### src/rtl/operand_fetch_unit_if.sv
// Bundle between the operand fetch unit and its environment: decode, register
// bank read/write ports, execute handoff and writeback.
interface operand_fetch_unit_if #(
  parameter int SEL_W = 5
);
  // decode handshake
  logic             dec_valid;
  logic             dec_ready;
  logic [SEL_W-1:0] dec_rn;
  logic [SEL_W-1:0] dec_rm;
  logic [SEL_W-1:0] dec_rd;
  logic             dec_use_rn;
  logic             dec_use_rm;
  logic             dec_wr_rd;
  // register bank
  logic [SEL_W-1:0] rf_read_sel_1;
  logic [SEL_W-1:0] rf_read_sel_2;
  logic [31:0]      rf_read_data_1;
  logic [31:0]      rf_read_data_2;
  logic             rf_write;
  logic [SEL_W-1:0] rf_write_sel;
  logic [31:0]      rf_write_data;
  // execute handoff and writeback
  logic             ex_valid;
  logic             ex_ready;
  logic [31:0]      ex_op_a;
  logic [31:0]      ex_op_b;
  logic [SEL_W-1:0] ex_rd;
  logic             ex_wr_rd;
  logic             wb_valid;
  logic [SEL_W-1:0] wb_rd;
  logic [31:0]      wb_data;

  modport master (
    input  dec_valid, dec_rn, dec_rm, dec_rd, dec_use_rn, dec_use_rm, dec_wr_rd,
    input  rf_read_data_1, rf_read_data_2, ex_ready, wb_valid, wb_rd, wb_data,
    output dec_ready, rf_read_sel_1, rf_read_sel_2, rf_write, rf_write_sel,
    output rf_write_data, ex_valid, ex_op_a, ex_op_b, ex_rd, ex_wr_rd
  );

  modport slave (
    output dec_valid, dec_rn, dec_rm, dec_rd, dec_use_rn, dec_use_rm, dec_wr_rd,
    output rf_read_data_1, rf_read_data_2, ex_ready, wb_valid, wb_rd, wb_data,
    input  dec_ready, rf_read_sel_1, rf_read_sel_2, rf_write, rf_write_sel,
    input  rf_write_data, ex_valid, ex_op_a, ex_op_b, ex_rd, ex_wr_rd
  );
endinterface

### src/rtl/operand_fetch_unit.sv
// Operand fetch: decode -> bank read -> execute handoff, with a per-register
// pending scoreboard. Define WB_BYPASS_EN to forward the in-flight writeback.
module operand_fetch_unit #(
  parameter int NREGS = 32,
  parameter int SEL_W = 5
) (
  input logic                  clk,
  input logic                  reset,
  operand_fetch_unit_if.master bus
);

  typedef enum logic [1:0] {IDLE, READ, OUT} state_e;

  state_e           state_q, state_d;
  logic [SEL_W-1:0] sel1_q, sel2_q, rd_q, ex_rd_q, wsel_q;
  logic             use_rn_q, use_rm_q, wr_rd_q, ex_wr_rd_q, wr_q;
  logic [31:0]      op_a_q, op_b_q, wdata_q, op_a_d, op_b_d;
  logic [NREGS-1:0] pend_q, pend_d, pend_eff;
  logic             hazard, dec_fire, ex_fire;

  // Selects beyond the bank depth never count as pending.
  function automatic logic in_range(input logic [SEL_W-1:0] s);
    return int'(s) < NREGS;
  endfunction

  function automatic logic pend_bit(input logic [NREGS-1:0] v, input logic [SEL_W-1:0] s);
    return in_range(s) && v[s];
  endfunction

  always_comb begin
    pend_eff = pend_q;
`ifdef WB_BYPASS_EN
    if (wr_q && in_range(wsel_q)) pend_eff[wsel_q] = 1'b0;
`endif
  end

  assign hazard = (bus.dec_use_rn & pend_bit(pend_eff, bus.dec_rn)) |
                  (bus.dec_use_rm & pend_bit(pend_eff, bus.dec_rm)) |
                  (bus.dec_wr_rd  & pend_bit(pend_eff, bus.dec_rd));

  always_ff @(posedge clk or posedge reset) begin
    if (reset) state_q <= IDLE;
    else       state_q <= state_d;
  end

  always_comb begin
    state_d       = state_q;
    bus.dec_ready = 1'b0;
    bus.ex_valid  = 1'b0;
    case (state_q)
      IDLE: begin
        bus.dec_ready = !hazard && !reset;
        if (bus.dec_valid && bus.dec_ready) state_d = READ;
      end
      READ: state_d = OUT;
      OUT: begin
        bus.ex_valid = 1'b1;
        if (bus.ex_ready) state_d = IDLE;
      end
      default: state_d = IDLE;
    endcase
  end

  assign dec_fire = (state_q == IDLE) && bus.dec_valid && bus.dec_ready;
  assign ex_fire  = (state_q == OUT) && bus.ex_ready;

  always_comb begin
    op_a_d = '0;
    op_b_d = '0;
    if (use_rn_q) op_a_d = bus.rf_read_data_1;
    if (use_rm_q) op_b_d = bus.rf_read_data_2;
`ifdef WB_BYPASS_EN
    if (use_rn_q && wr_q && wsel_q == sel1_q) op_a_d = wdata_q;
    if (use_rm_q && wr_q && wsel_q == sel2_q) op_b_d = wdata_q;
`endif
  end

  // Set after clear: a retiring writer's set outranks an older writeback's clear.
  always_comb begin
    pend_d = pend_q;
    if (wr_q && in_range(wsel_q)) pend_d[wsel_q] = 1'b0;
    if (ex_fire && ex_wr_rd_q && in_range(ex_rd_q)) pend_d[ex_rd_q] = 1'b1;
  end

  always_ff @(posedge clk or posedge reset) begin
    if (reset) begin
      sel1_q     <= '0;
      sel2_q     <= '0;
      rd_q       <= '0;
      use_rn_q   <= 1'b0;
      use_rm_q   <= 1'b0;
      wr_rd_q    <= 1'b0;
      op_a_q     <= '0;
      op_b_q     <= '0;
      ex_rd_q    <= '0;
      ex_wr_rd_q <= 1'b0;
      wr_q       <= 1'b0;
      wsel_q     <= '0;
      wdata_q    <= '0;
      pend_q     <= '0;
    end else begin
      if (dec_fire) begin
        sel1_q   <= bus.dec_rn;
        sel2_q   <= bus.dec_rm;
        rd_q     <= bus.dec_rd;
        use_rn_q <= bus.dec_use_rn;
        use_rm_q <= bus.dec_use_rm;
        wr_rd_q  <= bus.dec_wr_rd;
      end
      if (state_q == READ) begin
        op_a_q     <= op_a_d;
        op_b_q     <= op_b_d;
        ex_rd_q    <= rd_q;
        ex_wr_rd_q <= wr_rd_q;
      end
      wr_q <= bus.wb_valid;
      if (bus.wb_valid) begin
        wsel_q  <= bus.wb_rd;
        wdata_q <= bus.wb_data;
      end
      pend_q <= pend_d;
    end
  end

  assign bus.rf_read_sel_1 = sel1_q;
  assign bus.rf_read_sel_2 = sel2_q;
  assign bus.ex_op_a       = op_a_q;
  assign bus.ex_op_b       = op_b_q;
  assign bus.ex_rd         = ex_rd_q;
  assign bus.ex_wr_rd      = ex_wr_rd_q;
  assign bus.rf_write      = wr_q;
  assign bus.rf_write_sel  = wsel_q;
  assign bus.rf_write_data = wdata_q;

endmodule

### src/flat_wrapper.sv
// flat-port wrapper written by rule: the top's interface ports become plain ports
module operand_fetch_unit_flat 
#(
  parameter int NREGS = 32,
  parameter int SEL_W = 5
)
  (clk, reset, bus_dec_valid, bus_dec_rn, bus_dec_rm, bus_dec_rd, bus_dec_use_rn, bus_dec_use_rm, bus_dec_wr_rd, bus_rf_read_data_1, bus_rf_read_data_2, bus_ex_ready, bus_wb_valid, bus_wb_rd, bus_wb_data, bus_dec_ready, bus_rf_read_sel_1, bus_rf_read_sel_2, bus_rf_write, bus_rf_write_sel, bus_rf_write_data, bus_ex_valid, bus_ex_op_a, bus_ex_op_b, bus_ex_rd, bus_ex_wr_rd);
  operand_fetch_unit_if #(.SEL_W(SEL_W)) bus_i ();
  input logic clk;
  input logic reset;
  input wire logic [$bits(bus_i.dec_valid)-1:0] bus_dec_valid;
  input wire logic [$bits(bus_i.dec_rn)-1:0] bus_dec_rn;
  input wire logic [$bits(bus_i.dec_rm)-1:0] bus_dec_rm;
  input wire logic [$bits(bus_i.dec_rd)-1:0] bus_dec_rd;
  input wire logic [$bits(bus_i.dec_use_rn)-1:0] bus_dec_use_rn;
  input wire logic [$bits(bus_i.dec_use_rm)-1:0] bus_dec_use_rm;
  input wire logic [$bits(bus_i.dec_wr_rd)-1:0] bus_dec_wr_rd;
  input wire logic [$bits(bus_i.rf_read_data_1)-1:0] bus_rf_read_data_1;
  input wire logic [$bits(bus_i.rf_read_data_2)-1:0] bus_rf_read_data_2;
  input wire logic [$bits(bus_i.ex_ready)-1:0] bus_ex_ready;
  input wire logic [$bits(bus_i.wb_valid)-1:0] bus_wb_valid;
  input wire logic [$bits(bus_i.wb_rd)-1:0] bus_wb_rd;
  input wire logic [$bits(bus_i.wb_data)-1:0] bus_wb_data;
  output wire logic [$bits(bus_i.dec_ready)-1:0] bus_dec_ready;
  output wire logic [$bits(bus_i.rf_read_sel_1)-1:0] bus_rf_read_sel_1;
  output wire logic [$bits(bus_i.rf_read_sel_2)-1:0] bus_rf_read_sel_2;
  output wire logic [$bits(bus_i.rf_write)-1:0] bus_rf_write;
  output wire logic [$bits(bus_i.rf_write_sel)-1:0] bus_rf_write_sel;
  output wire logic [$bits(bus_i.rf_write_data)-1:0] bus_rf_write_data;
  output wire logic [$bits(bus_i.ex_valid)-1:0] bus_ex_valid;
  output wire logic [$bits(bus_i.ex_op_a)-1:0] bus_ex_op_a;
  output wire logic [$bits(bus_i.ex_op_b)-1:0] bus_ex_op_b;
  output wire logic [$bits(bus_i.ex_rd)-1:0] bus_ex_rd;
  output wire logic [$bits(bus_i.ex_wr_rd)-1:0] bus_ex_wr_rd;
  assign bus_i.dec_valid = bus_dec_valid;
  assign bus_i.dec_rn = bus_dec_rn;
  assign bus_i.dec_rm = bus_dec_rm;
  assign bus_i.dec_rd = bus_dec_rd;
  assign bus_i.dec_use_rn = bus_dec_use_rn;
  assign bus_i.dec_use_rm = bus_dec_use_rm;
  assign bus_i.dec_wr_rd = bus_dec_wr_rd;
  assign bus_i.rf_read_data_1 = bus_rf_read_data_1;
  assign bus_i.rf_read_data_2 = bus_rf_read_data_2;
  assign bus_i.ex_ready = bus_ex_ready;
  assign bus_i.wb_valid = bus_wb_valid;
  assign bus_i.wb_rd = bus_wb_rd;
  assign bus_i.wb_data = bus_wb_data;
  assign bus_dec_ready = bus_i.dec_ready;
  assign bus_rf_read_sel_1 = bus_i.rf_read_sel_1;
  assign bus_rf_read_sel_2 = bus_i.rf_read_sel_2;
  assign bus_rf_write = bus_i.rf_write;
  assign bus_rf_write_sel = bus_i.rf_write_sel;
  assign bus_rf_write_data = bus_i.rf_write_data;
  assign bus_ex_valid = bus_i.ex_valid;
  assign bus_ex_op_a = bus_i.ex_op_a;
  assign bus_ex_op_b = bus_i.ex_op_b;
  assign bus_ex_rd = bus_i.ex_rd;
  assign bus_ex_wr_rd = bus_i.ex_wr_rd;
  operand_fetch_unit #(.NREGS(NREGS), .SEL_W(SEL_W)) u_core (.clk(clk), .reset(reset), .bus(bus_i));
endmodule
### config.mk
export PLATFORM = sky130hd
export DESIGN_NAME = operand_fetch_unit_flat
export DESIGN_NICKNAME = d
export VERILOG_FILES = /design/src/rtl/operand_fetch_unit_if.sv /design/src/rtl/operand_fetch_unit.sv /design/src/flat_wrapper.sv
export SDC_FILE = /design/constraint.sdc
export NUM_CORES = 1
export LEC_CHECK = 0
export BUFFER_PORTS_ARGS = -buffer_cell sky130_fd_sc_hd__clkbuf_2
export CAP_MARGIN = 5
export CORE_ASPECT_RATIO = 0.7
export CORE_MARGIN = 3
export CORE_UTILIZATION = 50
export DETAILED_ROUTE_END_ITERATION = 10
export PLACE_DENSITY = 0.84
export SLEW_MARGIN = 10
export SYNTH_ARGS = -nofsm -noshare
export SYNTH_HDL_FRONTEND = slang
export SYNTH_SLANG_ARGS = --single-unit
### constraint.sdc
create_clock -name clk -period 6.7 [get_ports clk]
set_clock_uncertainty 0.15 [all_clocks]
set_input_delay 1.34 -clock clk [delete_from_list [all_inputs] [get_ports clk]]
set_output_delay 1.34 -clock clk [all_outputs]
set_load 0.02 [all_outputs]
Yosys cells after proc, flatten, opt, wreduce, memory -nomap -nowiden
Cells that the tools add are included.
{ "op_classes": {"eq_ne": 4, "reduce_logical": 12, "bitwise_logic": 8, "n_mux": 19, "n_lt_le_gt_ge": 7} }
{ "ops": {"columns": ["cell", "count"], "rows": [
  ["32-bit 2-to-1 mux", 4],
  ["32-bit AND", 1],
  ["32-bit NOT", 1],
  ["32-bit bitwise OR", 1],
  ["5-bit by 6-bit < comparator with 1-bit output, second input constant", 5],
  ["1-bit binary-select mux with 5-bit select", 3],
  ["1-bit demux with 5-bit select", 2],
  ["5-bit by 1-bit >= comparator with 1-bit output, second input constant", 2],
  ["1-bit logical AND", 8],
  ["1-bit 2-to-1 mux", 7],
  ["2-bit case mux with 3 select lines", 1],
  ["2-bit 2-to-1 mux", 2],
  ["1-bit AND", 3],
  ["2-bit by 1-bit equality test with 1-bit output, second input constant", 1],
  ["2-bit equality test, second input constant", 1],
  ["1-bit zero test", 2],
  ["2-bit zero test", 1],
  ["2-bit by 1-bit inequality test with 1-bit output, second input constant", 1],
  ["2-bit inequality test, second input constant", 1],
  ["1-bit bitwise OR", 2],
  ["2-bit AND reduction", 1]
]} }
{ "totals": {"input_bits": 124, "out_inout_bits": 120, "regBits": 160, "elab_cells": 65} }

Depth between registers and ports, before layout
{ "logic_depth": {"ltp_word": 10, "depth_mapped": 9, "ltp_nobuf": 6} }

Least setup slack after synthesis
Ideal clock, no wire load.
{ "synth_path": {"kind": "input port to output port", "from": "in bus_dec_rm[0]", "to": "out bus_dec_ready", "stages": 7, "t_arrival_ns": 3.103, "n_path_buf": 1, "setup_slack_ns": 2.107, "t_required_ns": 5.210, "path_cell_list": "buf_2 > mux4_2 > mux4_2 > nand2b_1 > nand3_1 > nand3_1 > nor2_1"} }
{ "synth_via": {"elab_chain_cells": 8} }
{ "synth_lines": {"columns": ["element", "line_no", "text"], "rows": [
  ["from (decl)", "flat_wrapper.sv:13", "input wire logic [$bits(bus_i.dec_rm)-1:0] bus_dec_rm;"],
  ["1-bit binary-select mux with 5-bit select", "operand_fetch_unit.sv:27", "return in_range(s) && v[s];"],
  ["1-bit 2-to-1 mux (implied by the code)", "operand_fetch_unit.sv:27", null],
  ["1-bit AND", "operand_fetch_unit.sv:38", "(bus.dec_use_rm & pend_bit(pend_eff, bus.dec_rm)) |"],
  ["1-bit bitwise OR", "operand_fetch_unit.sv:37", "assign hazard = (bus.dec_use_rn & pend_bit(pend_eff, bus.dec_rn)) |"],
  ["1-bit bitwise OR", "operand_fetch_unit.sv:38", null],
  ["1-bit zero test", "operand_fetch_unit.sv:52", "bus.dec_ready = !hazard && !reset;"],
  ["1-bit logical AND", "operand_fetch_unit.sv:52", null],
  ["1-bit 2-to-1 mux", "operand_fetch_unit.sv:50", "case (state_q)"],
  ["to (decl)", "flat_wrapper.sv:24", "output wire logic [$bits(bus_i.dec_ready)-1:0] bus_dec_ready;"]
]} }
No other way between the ends. The select of a mux whose other input is x is not followed.

Final worst setup path
{ "layout_path": {"from": "in bus_dec_rd[0]", "to": "out bus_dec_ready"} }
{ "layout_via": {"elab_chain_cells": 7} }
{ "layout_lines": {"columns": ["element", "line_no", "text"], "rows": [
  ["from (decl)", "flat_wrapper.sv:14", "input wire logic [$bits(bus_i.dec_rd)-1:0] bus_dec_rd;"],
  ["1-bit binary-select mux with 5-bit select", "operand_fetch_unit.sv:27", null],
  ["1-bit 2-to-1 mux (implied by the code)", "operand_fetch_unit.sv:27", null],
  ["1-bit AND", "operand_fetch_unit.sv:39", "(bus.dec_wr_rd & pend_bit(pend_eff, bus.dec_rd));"],
  ["1-bit bitwise OR", "operand_fetch_unit.sv:38", null],
  ["1-bit zero test", "operand_fetch_unit.sv:52", null],
  ["1-bit logical AND", "operand_fetch_unit.sv:52", null],
  ["1-bit 2-to-1 mux", "operand_fetch_unit.sv:50", null]
]} }
No other way between the ends. The select of a mux whose other input is x is not followed.

==> impl_metrics.ini <==
[clocking]
clk_pin_slew_ns = 0.06
cts_tree = built
h-tree-depth = 4
cts_root_buffer = clkbuf_16
clock-sinks = 160
cts-hold-fix-buffers = 0
cts_max_path_buffers = 2
post_cts_resized = 0
post_cts_buffers = 0
cts-buffers-inserted = 17
insertion_delay_ns = 0.41

[global_route]
grt_pass1_vias = 5662
grt_start_max_net_pins = 113
grt_overflow = 0
grt_pass1_wl_um = 29500
antenna_found_initial = 0
track_usage = 0.239

[drt]
drc = 0
drt_iter0_drc = 418
avgRoutedWirePerCell_um = 17.9
drt-total-wl_um = 18400
via_count = 5634
drtPass1Iterations = 5
drtAntennaViolNets = 0
via_per_inst = 5.47

[die]
dieWidth_um = 148
start_util = 0.524
core_area_um2 = 13500
io_pins = 244
die_h_um = 106
die_area_um2 = 15600
rows = 35

[synth]
ys_ff_latch = 160
syn_area_per_cell_um2 = 11.6
seq_area_frac_synth = 0.566
netlist_instances = 609
synth_ff_type = dfrtp_1
synth-edff-count = 0
ys_async_sr_fraction = 1.00
syn_area_um2 = 7070
synth_nets = 733
ys_types = 33
synth_warnings = 0

[finish]
area_growth_pct = 26.3
drive_above_1_share = 0.434
regArea_um2 = 4000
multi_input_area_um2 = 2860
nNetsFinal = 956
antenna_cells = 0
fill_cells = 1055

[setup_path]
r2r_start = u_core.pend_eff[5]
r2r_slack_ns = 3.44
cp.arrival_ns = 3.26
critPathMaxFanout = 10
crit_type = in2out
cp-startpoint = bus_dec_rd[0]
crit_required_ns = 5.21
timing.rr.end = u_core.rd_q[2]
cp-start-kind = input port
critical_path.endpoint_type = output port
worst_r2r_path_depth = 6

[outcome]
status = completed

[placed_design]
portBuffers = 243
dp_hpwl_um = 13200
gp_congestion = 0.933

[timing]
layout_min_cycle_time_ns = 4.75
setup_viol = 0
finalSetupTns_ns = 0
drv_slew = 0
hold_viol_final = 0
slew_headroom = 0.259
worst_pin_slew_ns = 1.11
fmax_mhz = 210
period_share = 0.710
rsz0062_at_grt = false

[power_and_ir_drop]
total_power_uw = 3720
peakVddDrop_v = 0.000250
powerDensity_nw_per_um2 = 416
leakage_uw = 0.00431

[worst_hold_path]
hold_depth = 2
min_path_type = reg2reg
worstHoldStart = u_core.bus.ex_op_b[29]
whs_endpoint = u_core.bus.ex_op_b[29]

[run]
maxCapViolations = 0
-- per-stage QoR --
step	util	std cells	hold slack [ns]	area, um^2	setup WS (ns)
final	0.663	1030	0.327	8940	1.95
after global placement	0.619	998	0.311	8340	1.99
after CTS	0.663	1030	0.333	8940	1.93
after floorplan	-	609	0.327	7070	0.890
after detailed placement	0.619	998	0.319	8340	1.96
after global routing	0.663	1030	0.359	8940	1.83
-- layout by cell type (no fill, tap or decap), drive strengths merged, types with 2 or more instances in the layout --
master / count
nor2: 6
nand3: 7
nand4: 2
mux2i: 5
mux2: 64
nand2: 134
o21ai: 130
mux4: 25
nand2b: 3
or3: 2
nand3b: 10
clkinvlp: 2
inv: 13
a31oi: 2
clkinv: 2
clkbuf: 260
buf: 2
or3b: 4
nor2b: 2
nor3: 2
dfrtp: 160
-- worst max-delay path by stage --
| stage | to | cells past startpoint |
|---|---|---|
| floorplan | u_core.bus.ex_op_a[0] | 1 |
| global placement | bus_dec_ready | 8 |
| detailed placement | bus_dec_ready | 8 |
| CTS | bus_dec_ready | 8 |
| global route | bus_dec_ready | 8 |
| finish | bus_dec_ready | 8 |
-- where the power goes --
group	leakage [uW]	internal, uW	total, uW	switching, uW
combinational	0.00205	492	1120	627
sequential	0.00198	1280	1630	356
clock	0.000288	533	964	431
-- final cells by class --
class	count	area share
clock inverters	15	0.0186
multi-input cells	405	0.320
repair buffers	245	0.138
clock buffers	17	0.0476
flip-flops and latches	160	0.448
inverters	3	0.00182
well taps	185	0.0259
-- layer usage --
metal	vias to the layer above	GRT usage	part of all wire
li1	2597	-	-
met1	2713	0.320	0.40
met2	289	0.369	0.48
met3	35	0.0933	0.10
met4	0	0.0600	0.021
met5	-	0	0
-- registers in the layout, indices dropped and copies added (netlist names) --
name                      flops
u_core.bus.rf_write_data     32
u_core.bus.ex_rd              5
u_core.bus.ex_op_a           32
u_core.bus.rf_read_sel_1      5
u_core.state_q                2
u_core.bus.rf_read_sel_2      5
u_core.use_rm_q               1
u_core.wr_rd_q                1
u_core.bus.rf_write           1
u_core.use_rn_q               1
u_core.bus.ex_wr_rd           1
u_core.bus.rf_write_sel       5
u_core.pend_eff              32
u_core.rd_q                   5
u_core.bus.ex_op_b           32
-- cell families after synthesis --
family	Yosys count	synth area share
AND/OR/NAND/NOR	175	0.108
buffers and inverters	44	0.0304
multiplexers	94	0.197
AO/OA/AOI/OAI	136	0.0987
flip-flops	160	0.566
-- cells in the mapped netlist (all sizes together), types with 3 or more instances --
master,instances,area share
dfrtp,160,0.57
o21ai,130,0.092
nor2,6,0.0035
mux4,25,0.083
nand3,7,0.0050
clkbuf,33,0.018
mux2i,5,0.0071
or3b,4,0.0050
nand3b,10,0.011
mux2,64,0.11
nand2,134,0.071
nand2b,3,0.0027
buf,8,0.011
inv,3,0.0016
-- critical path, stage by stage --
cell	delay, ns
clkbuf_2	0.28
mux4_2	0.57
mux2_2	0.27
a221o_1	0.29
nand4_1	0.13
nand3_1	0.09
nor2_1	0.11
clkbuf_2	0.18
Note: power is estimated with default switching activity, not from simulation.
